<file path="src/rtl/fetch_unit_pkg.sv">
// Shared constants and payload types for the instruction-fetch front end.
package fetch_unit_pkg;

    localparam int unsigned INSTR_W = 16;
    localparam int unsigned PC_W    = 16;
    localparam int unsigned PC_INC  = 2;

    // Opcode lives in the top nibble of the instruction word.
    localparam int unsigned OPC_W = 4;
    localparam logic [OPC_W-1:0] OPC_HLT = 4'hF;

    // One prefetch-queue entry: fetched word plus the PC it came from.
    typedef struct packed {
        logic [INSTR_W-1:0] instr;
        logic [PC_W-1:0]    pc;
    } fetch_entry_t;

endpackage

</file>
<file path="src/rtl/fetch_unit_if.sv">
// Memory, decode and redirect signals of the fetch unit in one bundle.
interface fetch_unit_if #(
    parameter int unsigned DATA_W = 16,
    parameter int unsigned ADDR_W = 16
);

    logic              imem_req;
    logic [ADDR_W-1:0] imem_addr;
    logic              imem_rdy;
    logic              imem_rvalid;
    logic [DATA_W-1:0] imem_rdata;
    logic              instr_valid;
    logic [DATA_W-1:0] instr;
    logic [ADDR_W-1:0] instr_pc;
    logic              instr_ready;
    logic              redirect_valid;
    logic [ADDR_W-1:0] redirect_addr;
    logic [ADDR_W-1:0] pc;
    logic              hlt;

    // Fetch unit side.
    modport master (
        output imem_req, imem_addr,
        input  imem_rdy, imem_rvalid, imem_rdata,
        output instr_valid, instr, instr_pc,
        input  instr_ready,
        input  redirect_valid, redirect_addr,
        output pc, hlt
    );

    // Memory / decode / branch-unit side.
    modport slave (
        input  imem_req, imem_addr,
        output imem_rdy, imem_rvalid, imem_rdata,
        input  instr_valid, instr, instr_pc,
        output instr_ready,
        output redirect_valid, redirect_addr,
        input  pc, hlt
    );

endinterface

</file>
<file path="src/rtl/fetch_unit_queue.sv">
// Synchronous prefetch FIFO with flush; storage is left unreset, pointers are reset.
module fetch_unit_queue #(
    parameter int unsigned WIDTH = 32,
    parameter int unsigned DEPTH = 4
) (
    input  logic                       clk,
    input  logic                       rst,
    input  logic                       push,
    input  logic [WIDTH-1:0]           push_data,
    input  logic                       pop,
    input  logic                       flush,
    output logic [WIDTH-1:0]           head,
    output logic [$clog2(DEPTH+1)-1:0] count,
    output logic                       full,
    output logic                       empty
);

    localparam int unsigned PW = (DEPTH > 1) ? $clog2(DEPTH) : 1;
    localparam int unsigned CW = $clog2(DEPTH + 1);

    logic [WIDTH-1:0] mem [DEPTH];
    logic [PW-1:0]    rd_ptr;
    logic [PW-1:0]    wr_ptr;
    logic [CW-1:0]    cnt;
    logic             do_push;
    logic             do_pop;

    function automatic logic [PW-1:0] ptr_next(input logic [PW-1:0] p);
        return (p == PW'(DEPTH - 1)) ? '0 : p + PW'(1);
    endfunction

    // Qualify push/pop against full/empty and expose status.
    always_comb begin
        do_push = push && !full;
        do_pop  = pop && !empty;
        head    = mem[rd_ptr];
        count   = cnt;
        full    = (cnt == CW'(DEPTH));
        empty   = (cnt == '0);
    end

    // Pointer and occupancy update; flush empties the queue in one cycle.
    always_ff @(posedge clk) begin
        if (rst || flush) begin
            rd_ptr <= '0;
            wr_ptr <= '0;
            cnt    <= '0;
        end else begin
            if (do_push) wr_ptr <= ptr_next(wr_ptr);
            if (do_pop)  rd_ptr <= ptr_next(rd_ptr);
            cnt <= cnt + CW'(do_push) - CW'(do_pop);
        end
    end

    // Entry storage write.
    always_ff @(posedge clk) begin
        if (do_push && !flush) mem[wr_ptr] <= push_data;
    end

endmodule

</file>
<file path="src/rtl/fetch_unit.sv">
// Instruction-fetch front end: sequential PC generation, variable-latency memory
// requests, prefetch queue to decode, branch redirect with flush, stop at HLT.
module fetch_unit #(
    parameter int unsigned DATA_W   = fetch_unit_pkg::INSTR_W,
    parameter int unsigned ADDR_W   = fetch_unit_pkg::PC_W,
    parameter int unsigned DEPTH    = 4,
    parameter int unsigned PC_INC   = fetch_unit_pkg::PC_INC,
    parameter logic [ADDR_W-1:0] RESET_PC = '0,
    parameter logic [fetch_unit_pkg::OPC_W-1:0] HLT_OPC = fetch_unit_pkg::OPC_HLT
) (
    input  logic         clk,
    input  logic         rst,
    fetch_unit_if.master bus
);

    import fetch_unit_pkg::*;

    localparam int unsigned CW = $clog2(DEPTH + 1);
    localparam int unsigned EW = DATA_W + ADDR_W;

    logic [ADDR_W-1:0] pc_q;
    logic [ADDR_W-1:0] rsp_pc_q;
    logic [CW-1:0]     outstanding_q;
    logic [CW-1:0]     drop_q;
    logic              stop_q;
    logic              hlt_q;

    logic [EW-1:0]     q_head;
    logic [CW-1:0]     q_count;
    logic              q_full;
    logic              q_empty;

    logic [CW:0]       in_use;
    logic              issue;
    logic              accept;
    logic              rsp;
    logic              rsp_drop;
    logic              push;
    logic              pop;
    logic [DATA_W-1:0] head_instr;
    logic [ADDR_W-1:0] head_pc;
    logic              head_hlt;
    logic              rsp_hlt;

    // Issue gating and per-cycle handshake qualifiers.
    always_comb begin
        in_use     = (CW+1)'(q_count) + (CW+1)'(outstanding_q);
        issue      = !rst && !hlt_q && !stop_q && !bus.redirect_valid
                     && (in_use < (CW+1)'(DEPTH));
        accept     = issue && bus.imem_rdy;
        rsp        = bus.imem_rvalid;
        rsp_drop   = rsp && (drop_q != '0);
        push       = rsp && !rsp_drop && !bus.redirect_valid;
        pop        = !q_empty && bus.instr_ready;
        head_instr = q_head[EW-1 -: DATA_W];
        head_pc    = q_head[ADDR_W-1:0];
        head_hlt   = (head_instr[DATA_W-1 -: OPC_W] == HLT_OPC);
        rsp_hlt    = (bus.imem_rdata[DATA_W-1 -: OPC_W] == HLT_OPC);
    end

    // PC, response-PC, in-flight tracking, stale-drop and stop/hlt state.
    always_ff @(posedge clk) begin
        if (rst) begin
            pc_q          <= RESET_PC;
            rsp_pc_q      <= RESET_PC;
            outstanding_q <= '0;
            drop_q        <= '0;
            stop_q        <= 1'b0;
            hlt_q         <= 1'b0;
        end else begin
            outstanding_q <= outstanding_q + CW'(accept) - CW'(rsp);
            if (pop && head_hlt) hlt_q <= 1'b1;

            if (bus.redirect_valid) begin
                // Everything still in flight after this cycle belongs to the old path.
                pc_q     <= bus.redirect_addr;
                rsp_pc_q <= bus.redirect_addr;
                drop_q   <= outstanding_q - CW'(rsp);
                stop_q   <= 1'b0;
            end else begin
                if (accept)   pc_q     <= pc_q + ADDR_W'(PC_INC);
                if (push)     rsp_pc_q <= rsp_pc_q + ADDR_W'(PC_INC);
                if (rsp_drop) drop_q   <= drop_q - CW'(1);
                if (push && rsp_hlt) stop_q <= 1'b1;
            end
        end
    end

    fetch_unit_queue #(
        .WIDTH (EW),
        .DEPTH (DEPTH)
    ) u_queue (
        .clk       (clk),
        .rst       (rst),
        .push      (push),
        .push_data ({bus.imem_rdata, rsp_pc_q}),
        .pop       (pop),
        .flush     (bus.redirect_valid),
        .head      (q_head),
        .count     (q_count),
        .full      (q_full),
        .empty     (q_empty)
    );

    assign bus.imem_req    = issue;
    assign bus.imem_addr   = pc_q;
    assign bus.instr_valid = !q_empty;
    assign bus.instr       = head_instr;
    assign bus.instr_pc    = head_pc;
    assign bus.pc          = pc_q;
    assign bus.hlt         = hlt_q;

    // Protocol and counter-range checks.
    a_no_orphan_rsp: assert property (@(posedge clk) disable iff (rst)
        bus.imem_rvalid |-> (outstanding_q != '0));
    a_push_not_full: assert property (@(posedge clk) disable iff (rst)
        push |-> !q_full);
    a_outstanding_max: assert property (@(posedge clk) disable iff (rst)
        outstanding_q <= CW'(DEPTH));
    a_drop_max: assert property (@(posedge clk) disable iff (rst)
        drop_q <= CW'(DEPTH));
    a_count_max: assert property (@(posedge clk) disable iff (rst)
        q_count <= CW'(DEPTH));

endmodule

</file>
<file path="src/flat_wrapper.sv">
// flat-port wrapper written by rule: the top's interface ports become plain ports
module fetch_unit_flat import fetch_unit_pkg::*;
#(
    parameter int unsigned DATA_W   = fetch_unit_pkg::INSTR_W,
    parameter int unsigned ADDR_W   = fetch_unit_pkg::PC_W,
    parameter int unsigned DEPTH    = 4,
    parameter int unsigned PC_INC   = fetch_unit_pkg::PC_INC,
    parameter logic [ADDR_W-1:0] RESET_PC = '0,
    parameter logic [fetch_unit_pkg::OPC_W-1:0] HLT_OPC = fetch_unit_pkg::OPC_HLT
)
  (clk, rst, bus_imem_req, bus_imem_addr, bus_imem_rdy, bus_imem_rvalid, bus_imem_rdata, bus_instr_valid, bus_instr, bus_instr_pc, bus_instr_ready, bus_redirect_valid, bus_redirect_addr, bus_pc, bus_hlt);
  fetch_unit_if #(.DATA_W(DATA_W), .ADDR_W(ADDR_W)) bus_i ();
  input  logic clk;
  input  logic rst;
  output wire logic [$bits(bus_i.imem_req)-1:0] bus_imem_req;
  output wire logic [$bits(bus_i.imem_addr)-1:0] bus_imem_addr;
  input wire logic [$bits(bus_i.imem_rdy)-1:0] bus_imem_rdy;
  input wire logic [$bits(bus_i.imem_rvalid)-1:0] bus_imem_rvalid;
  input wire logic [$bits(bus_i.imem_rdata)-1:0] bus_imem_rdata;
  output wire logic [$bits(bus_i.instr_valid)-1:0] bus_instr_valid;
  output wire logic [$bits(bus_i.instr)-1:0] bus_instr;
  output wire logic [$bits(bus_i.instr_pc)-1:0] bus_instr_pc;
  input wire logic [$bits(bus_i.instr_ready)-1:0] bus_instr_ready;
  input wire logic [$bits(bus_i.redirect_valid)-1:0] bus_redirect_valid;
  input wire logic [$bits(bus_i.redirect_addr)-1:0] bus_redirect_addr;
  output wire logic [$bits(bus_i.pc)-1:0] bus_pc;
  output wire logic [$bits(bus_i.hlt)-1:0] bus_hlt;
  assign bus_imem_req = bus_i.imem_req;
  assign bus_imem_addr = bus_i.imem_addr;
  assign bus_i.imem_rdy = bus_imem_rdy;
  assign bus_i.imem_rvalid = bus_imem_rvalid;
  assign bus_i.imem_rdata = bus_imem_rdata;
  assign bus_instr_valid = bus_i.instr_valid;
  assign bus_instr = bus_i.instr;
  assign bus_instr_pc = bus_i.instr_pc;
  assign bus_i.instr_ready = bus_instr_ready;
  assign bus_i.redirect_valid = bus_redirect_valid;
  assign bus_i.redirect_addr = bus_redirect_addr;
  assign bus_pc = bus_i.pc;
  assign bus_hlt = bus_i.hlt;
  fetch_unit #(.DATA_W(DATA_W), .ADDR_W(ADDR_W), .DEPTH(DEPTH), .PC_INC(PC_INC), .RESET_PC(RESET_PC), .HLT_OPC(HLT_OPC)) u_core (.clk(clk), .rst(rst), .bus(bus_i));
endmodule
</file>
<file path="config.mk">
export PLATFORM = sky130hd
export DESIGN_NAME = fetch_unit_flat
export DESIGN_NICKNAME = d
export VERILOG_FILES = /design/src/rtl/fetch_unit_pkg.sv /design/src/rtl/fetch_unit_if.sv /design/src/rtl/fetch_unit_queue.sv /design/src/rtl/fetch_unit.sv /design/src/flat_wrapper.sv
export SDC_FILE = /design/constraint.sdc
export NUM_CORES = 1
export LEC_CHECK = 0
export BUFFER_PORTS_ARGS = -buffer_cell sky130_fd_sc_hd__buf_2
export CAP_MARGIN = 20
export CORE_ASPECT_RATIO = 0.75
export CORE_MARGIN = 3
export CORE_UTILIZATION = 25
export DETAILED_ROUTE_END_ITERATION = 16
export PLACE_DENSITY = 0.54
export SLEW_MARGIN = 30
export SYNTH_ARGS = -nofsm -noshare
export SYNTH_HDL_FRONTEND = slang
export SYNTH_SLANG_ARGS = --single-unit
</file>
<file path="constraint.sdc">
create_clock -name clk -period 2.7 [get_ports clk]
set_input_delay 0.54 -clock clk [delete_from_list [all_inputs] [get_ports clk]]
set_output_delay 0.54 -clock clk [all_outputs]
set_load 0.05 [all_outputs]
</file>
==> reports/results.ini, run 1 <==
[cts]
root_buffer = clkbuf_16
postCtsHoldBufs = 0
cts_setup_buffers = 0
cts.clk_slew.worst_paths_ps = 70
clkLatencyLatePin_ps = 440
clock_sinks = 177
ctsResizeCount = 0
tritoncts = yes
cts_made_buffers = 17
clock_path_buffers = 2
htree_levels = 4

[route]
wire_per_inst_um = 17.0
dr.pass1.iters = 5
drc = 0
wl_met1_um = 8420
postRouteAntennaNets = 0
vias_per_cell = 4.49
top_layer = met4
drtIter0Drc = 200
vias = 4463
finalWirelength_um = 16900
wl_met3_um = 721
wl_met2_um = 7460

[cells_and_area]
fin_cells = 994
fillers = 2882
area_growth_pct = 20.8
diodes = 0
register_area_mm2 = 0.00483
final_cell_mix = edfxtp_1 (128), buf_2 (104), dfxtp_1 (47), mux4_2 (32), nand2_1 (28)
layout_commonest_cell = edfxtp_1
drive_above_1_share_pct = 32.2
nNetsFinal = 653
multi_input_area_mm2 = 0.00230
finalInstanceArea_mm2 = 0.00897

[grt]
antenna_found_initial = 0
grt_pass1_vias = 4464
overflow = 0
grt_usage_pct = 11.0
grt_start_max_net_pins = 44
grt_pass1_wl_um = 26200

[timing]
grt_setup_unrepaired = false
hold-worst-slack_ps = 322
fin_skew_ps = 13.2
min_period_ps = 2550
maxSlewHeadroom_pct = 66.9
setup_viol = 0
tns_ps = 0
drv_slew = 0
max_freq_ghz = 0.392
hold_viol_final = 0
fin_crit_sh_pct = 94.5
finalWorstSetupSlack_ps = 148
worst_slew_pin_slew_ps = 497

[yosys]
synth_cells = 492
synth_edf_count = 128
synth-seq-cells = 177
syn_area_mm2 = 0.00742
yosys_warnings = 0
avgSynthCellArea_um2 = 15.1
synth_flop_cell = edfxtp_1
synth_top_area_share_pct = 51.8
synthTopCellsByArea = edfxtp_1 (52%), dfxtp_1 (13%), mux4_2 (9.7%), ha_1 (2.9%), buf_4 (1.6%)
synth_area_leader_cell = edfxtp_1
synthArstFlopShare_pct = 0
ys_types = 53
yosysSeqAreaShare_pct = 65.0
synth.net_count = 549

[placement]
placedCellCount = 962
place_congestion = 0.732
dpl_cell_area_mm2 = 0.00838
hpwlAfterDp_um = 11800
io_buffers = 104
post-place-ws_ps = 248

[worst_setup_path]
cp-start-kind = flip-flop
critPathMaxFanout = 16
cpPeakStageDelay_ps = 640
cp_slowest_cell = dfxtp_2
end_kind = output port
crit_arrival_ps = 2010
critPathKind = flip-flop to output port
critPathRequiredTime_ps = 2160
cp_cell_sequence = buf_4 > mux4_2 > buf_2

[floorplanning]
die_area_mm2 = 0.0318
num_rows = 53
chipHeight_um = 155
initial_core_util_pct = 25.9
num_io_pins = 105
coreArea_mm2 = 0.0286
die_w_um = 205

[run_status]
status = finished, final reports clean

[pwr]
p_leak_nw = 3.17
power.density_mw_per_mm2 = 714
ir_worst_vdd_mv = 0.394

[flow_run]
maxCapViolCount = 0

[min_path]
min_path_type = primary input to flip-flop

logic make-up after synthesis:
family / count (synthesis) / share of synthesized area [%]
flops: 177 / 65.0
simple gates: 117 / 8.46
compound gates: 67 / 6.67
buf+inv: 58 / 4.08
mux: 38 / 10.5
fa+ha+maj: 19 / 3.40
xor+xnor: 16 / 1.89
synthesized netlist by cell type (all sizes together) (2+ instances only):
library cell and instances:
a211oi 6, a21boi 6, a21oi 12, a311o 2
a311oi 4, a31oi 10, and2 7, and3 7
and4 5, buf 27, clkbuf 12, clkinv 2
dfxtp 49, edfxtp 128, fa 2, ha 17
inv 17, mux2i 6, mux4 32, nand2 28
nand3 15, nand4 10, nor2 23, nor4 2
o211ai 3, o21a 3, o21ai 5, o311a 2
o311ai 4, o31ai 3, or3 5, or4 8
xnor2 4, xor2 12
critical path: cells and delay by family (launching register included):
family                 cells  cell delay, ps
muxes                      1             350
DFF                        1             640
buffers and inverters      2             570
worst paths after layout:
kind / cells after the start / slack [ps] / start / endpoint
setup / recovery: 3 / 150 / flip-flop / bus_instr[4]
hold / removal: 1 / 320 / bus_imem_rdata[6] / u_core.u_queue.mem[2][22]
setup reg to reg: 13 / 280 / u_core.drop_q[0] / u_core.u_queue.count[2]
hold reg to reg: 2 / 480 / u_core.bus.imem_addr[0] / u_core.bus.imem_addr[0]
area by class of cell:
type,count,share of cell area (%)
Inverter,19,0.795
Sequential cell,177,53.8
Tap cell,385,5.37
Timing Repair Buffer,124,7.76
Multi-Input combinational cell,257,25.7
Clock inverter,13,1.53
Clock buffer,19,5.06
metrics by stage:
step                utilization, %  total power, mW
global placement              29.2             3.99
CTS                           31.3             6.52
finish                        31.3             6.40
global route                  31.3             6.69
floorplan                        -             3.76
detailed placement            29.2             4.00
state kept, by name, indices dropped and copies added (netlist names), named ones only:
register and cells:
u_core.outstanding_q 3, u_core.u_queue.wr_ptr 2, u_core.bus.hlt 1, u_core.u_queue.count 3, u_core.rsp_pc_q 16, u_core.stop_q 1, u_core.u_queue.mem 128, u_core.drop_q 3
u_core.u_queue.rd_ptr 2, u_core.bus.imem_addr 16
where the power goes:
group	switching, mW	leakage (nW)	internal, mW
logic	0.551	1.30	0.260
clock network	1.12	0.293	1.36
registers	0.0965	1.57	3.02
total	1.76	3.17	4.64
routing by layer:
metal	GRT usage (%)	vias up
met2	15.8	94
met5	0	-
met1	15.8	2234
li1	-	2115
met3	2.95	20
met4	4.03	0
(Power assumes the default switching activity.)
==> run 2, diff against run 1 <==
SETUP_SLACK_MARGIN = 0.2   (was unset)
SYNTH_HIERARCHICAL = 1   (was unset)
==> run 2 against run 1 <==
  * Global-route usage shrank 0.16 points
  * Sequential power decreased by 1%
  * Combinational power fell by 14%
  * Critical path depth up 9
  * Cell count rose by 2.1%
  * Cell area up 2.7%
  * Critical endpoint is now u_core/u_queue/count[2]
  * Die area up 0.26%
  * Utilization rose by 0.26 points
==> reports/results.ini, run 2 <==
[cts]
root_buffer = clkbuf_16
cts.clk_slew.worst_paths_ps = 80
clock_sinks = 177
tritoncts = yes
clock_path_buffers = 2
htree_levels = 4
cts_made_buffers = 17
clkLatencyLatePin_ps = 430
postCtsHoldBufs = 0

[cells_and_area]
layout_commonest_cell = edfxtp_1
area_growth_pct = 23.8
regMostFlops = u_core/u_queue/mem
final_cell_mix = edfxtp_1 (128), buf_2 (104), dfxtp_1 (44), mux4_2 (32), nand2_1 (26)
largest_reg_flops = 128
diodes = 0
nNetsFinal = 667
drive_above_1_share_pct = 35.0
utilization_pct = 31.6

[yosys]
synth_flop_cell = edfxtp_1
synth_top_area_share_pct = 51.6
synth_cells = 497
yosys_warnings = 6
synth-seq-cells = 177
synthArstFlopShare_pct = 0
synth_area_leader_cell = edfxtp_1
avgSynthCellArea_um2 = 15.0
synth_commonest_cells = edfxtp_1 (128), dfxtp_1 (49), mux4_2 (32)
synth.net_count = 554
synth_edf_count = 128
syn_area_mm2 = 0.00744
synthTopCellsByArea = edfxtp_1 (52%), dfxtp_1 (13%), mux4_2 (9.7%), ha_1 (2.9%), buf_4 (1.7%)
yosysSeqAreaShare_pct = 64.8
yosysMostFrequentCell = edfxtp_1
ys_types = 56

[worst_setup_path]
critPathKind = flip-flop to flip-flop
critPathMaxFanout = 5
end_kind = flip-flop
critPathRequiredTime_ps = 3020
cp-start-kind = flip-flop
crit_arrival_ps = 2730

[placement]
place_congestion = 0.731
io_buffers = 104
hpwlAfterDp_um = 11300

[pwr]
p_leak_nw = 3.26
power.total_mw = 6.11
ir_worst_vdd_mv = 0.378
power.density_mw_per_mm2 = 663

[route]
finalWirelength_um = 16900
dr.pass1.iters = 4
vias_per_cell = 4.38
vias = 4446
drc = 0
postRouteAntennaNets = 0
wire_per_inst_um = 16.7
drtIter0Drc = 163

[grt]
overflow = 0
grt_pass1_vias = 4476
grt_pass1_wl_um = 26100
grt_start_max_net_pins = 34
antenna_found_initial = 0
grt_usage_pct = 10.8

[timing]
fin_crit_sh_pct = 89.4
drv_slew = 0
grt_setup_unrepaired = false
tns_ps = 0
setup_viol = 0
fin_skew_ps = 13.2
hold_viol_final = 0
worst_slew_pin_slew_ps = 498
maxSlewHeadroom_pct = 66.5
max_freq_ghz = 0.414
min_period_ps = 2410

[floorplanning]
initial_core_util_pct = 25.5
coreArea_mm2 = 0.0292
chipHeight_um = 155
num_rows = 54
die_area_mm2 = 0.0319
die_w_um = 205
num_io_pins = 105

[run_status]
status = finished, final reports clean

[flow_run]
maxCapViolCount = 0

[min_path]
min_path_type = primary input to flip-flop

==> run 2: changes by cell type after synthesis, sizes merged, moves of 4 or more <==
cell,previous run,this run
clkbuf,12,8
nor3b,1,5
o21ai,5,10
nand3,15,10
a21oi,12,19
nor3,1,8
xnor2,4,11
or4,8,4
nor4,2,6
and4,5,1
==> run 2: per-stage QoR <==
step | cell area (µm²) | hold slack [ps] | setup WS [ps] | instances
2_1_floorplan | 7520 | 460 | -194 | 497
3_3_place_gp | 8570 | 458 | 63.5 | 979
3_5_place_dp | 8570 | 464 | 66.3 | 979
4_1_cts | 9130 | 295 | 208 | 1011
5_1_grt | 9220 | 292 | 183 | 1015
6_report | 9220 | 322 | 285 | 1015
==> run 2: final cells by class <==
cell class	count	area [µm²]
tap	392	490
sequential	177	4840
fill	2934	20000
clock inverter	14	123
inverter	21	81.3
multi-input combinational	265	2450
clock buffer	18	429
timing repair buffer	128	801
==> run 2: path summary, 6_finish.rpt <==
check	from	to	slack [ps]	cells after the start
setup / recovery	u_core/drop_q[0]	u_core/u_queue/count[2]	290	12
hold / removal	bus_imem_rdata[10]	u_core/u_queue/mem[0][26]	320	1
setup reg to reg	u_core/drop_q[0]	u_core/u_queue/count[2]	290	12
hold reg to reg	u_core/bus.imem_addr[0]	u_core/bus.imem_addr[0]	480	2
==> run 2: per-layer routing <==
metal / up-vias / GRT usage [%] / share of wire, %
li1: 2132 / - / -
met2: 82 / 16.5 / 46
met5: - / 0 / 0
met1: 2223 / 15.2 / 48
met4: 0 / 2.34 / 0.70
met3: 9 / 3.28 / 4.9
==> run 2: logic make-up after synthesis <==
logic type / count (synthesis) / share of synthesized area [%]
compound gates: 65 / 5.75
xor+xnor: 20 / 2.35
fa+ha+maj: 19 / 3.39
buf+inv: 55 / 4.20
flops: 177 / 64.8
mux: 39 / 10.6
simple gates: 122 / 8.87
==> run 2: report_power, final <==
group	leakage (nW)	internal, mW	switching (mW)
registers	1.57	2.99	0.0879
logic	1.43	0.255	0.441
clock network	0.260	1.21	1.12
total	3.26	4.45	1.65
==> run 2: critical path, cell delays in order (launching register included) <==
cell and delay [ps]:
dfxtp_1 300, inv_1 140, ha_4 190, nand3b_1 140, nor2_1 140, nand2b_1 90
ha_1 290, inv_1 40, ha_1 190, fa_1 410, xnor2_2 150, xnor2_1 160
nor2_1 70
==> run 2: what timing repair did <==
action | in CTS | in global routing
endpoints found under the setup margin | 30 | 10
pin swaps | 0 | 4
resized for setup | 3 | 11
setup buffers | 0 | 4
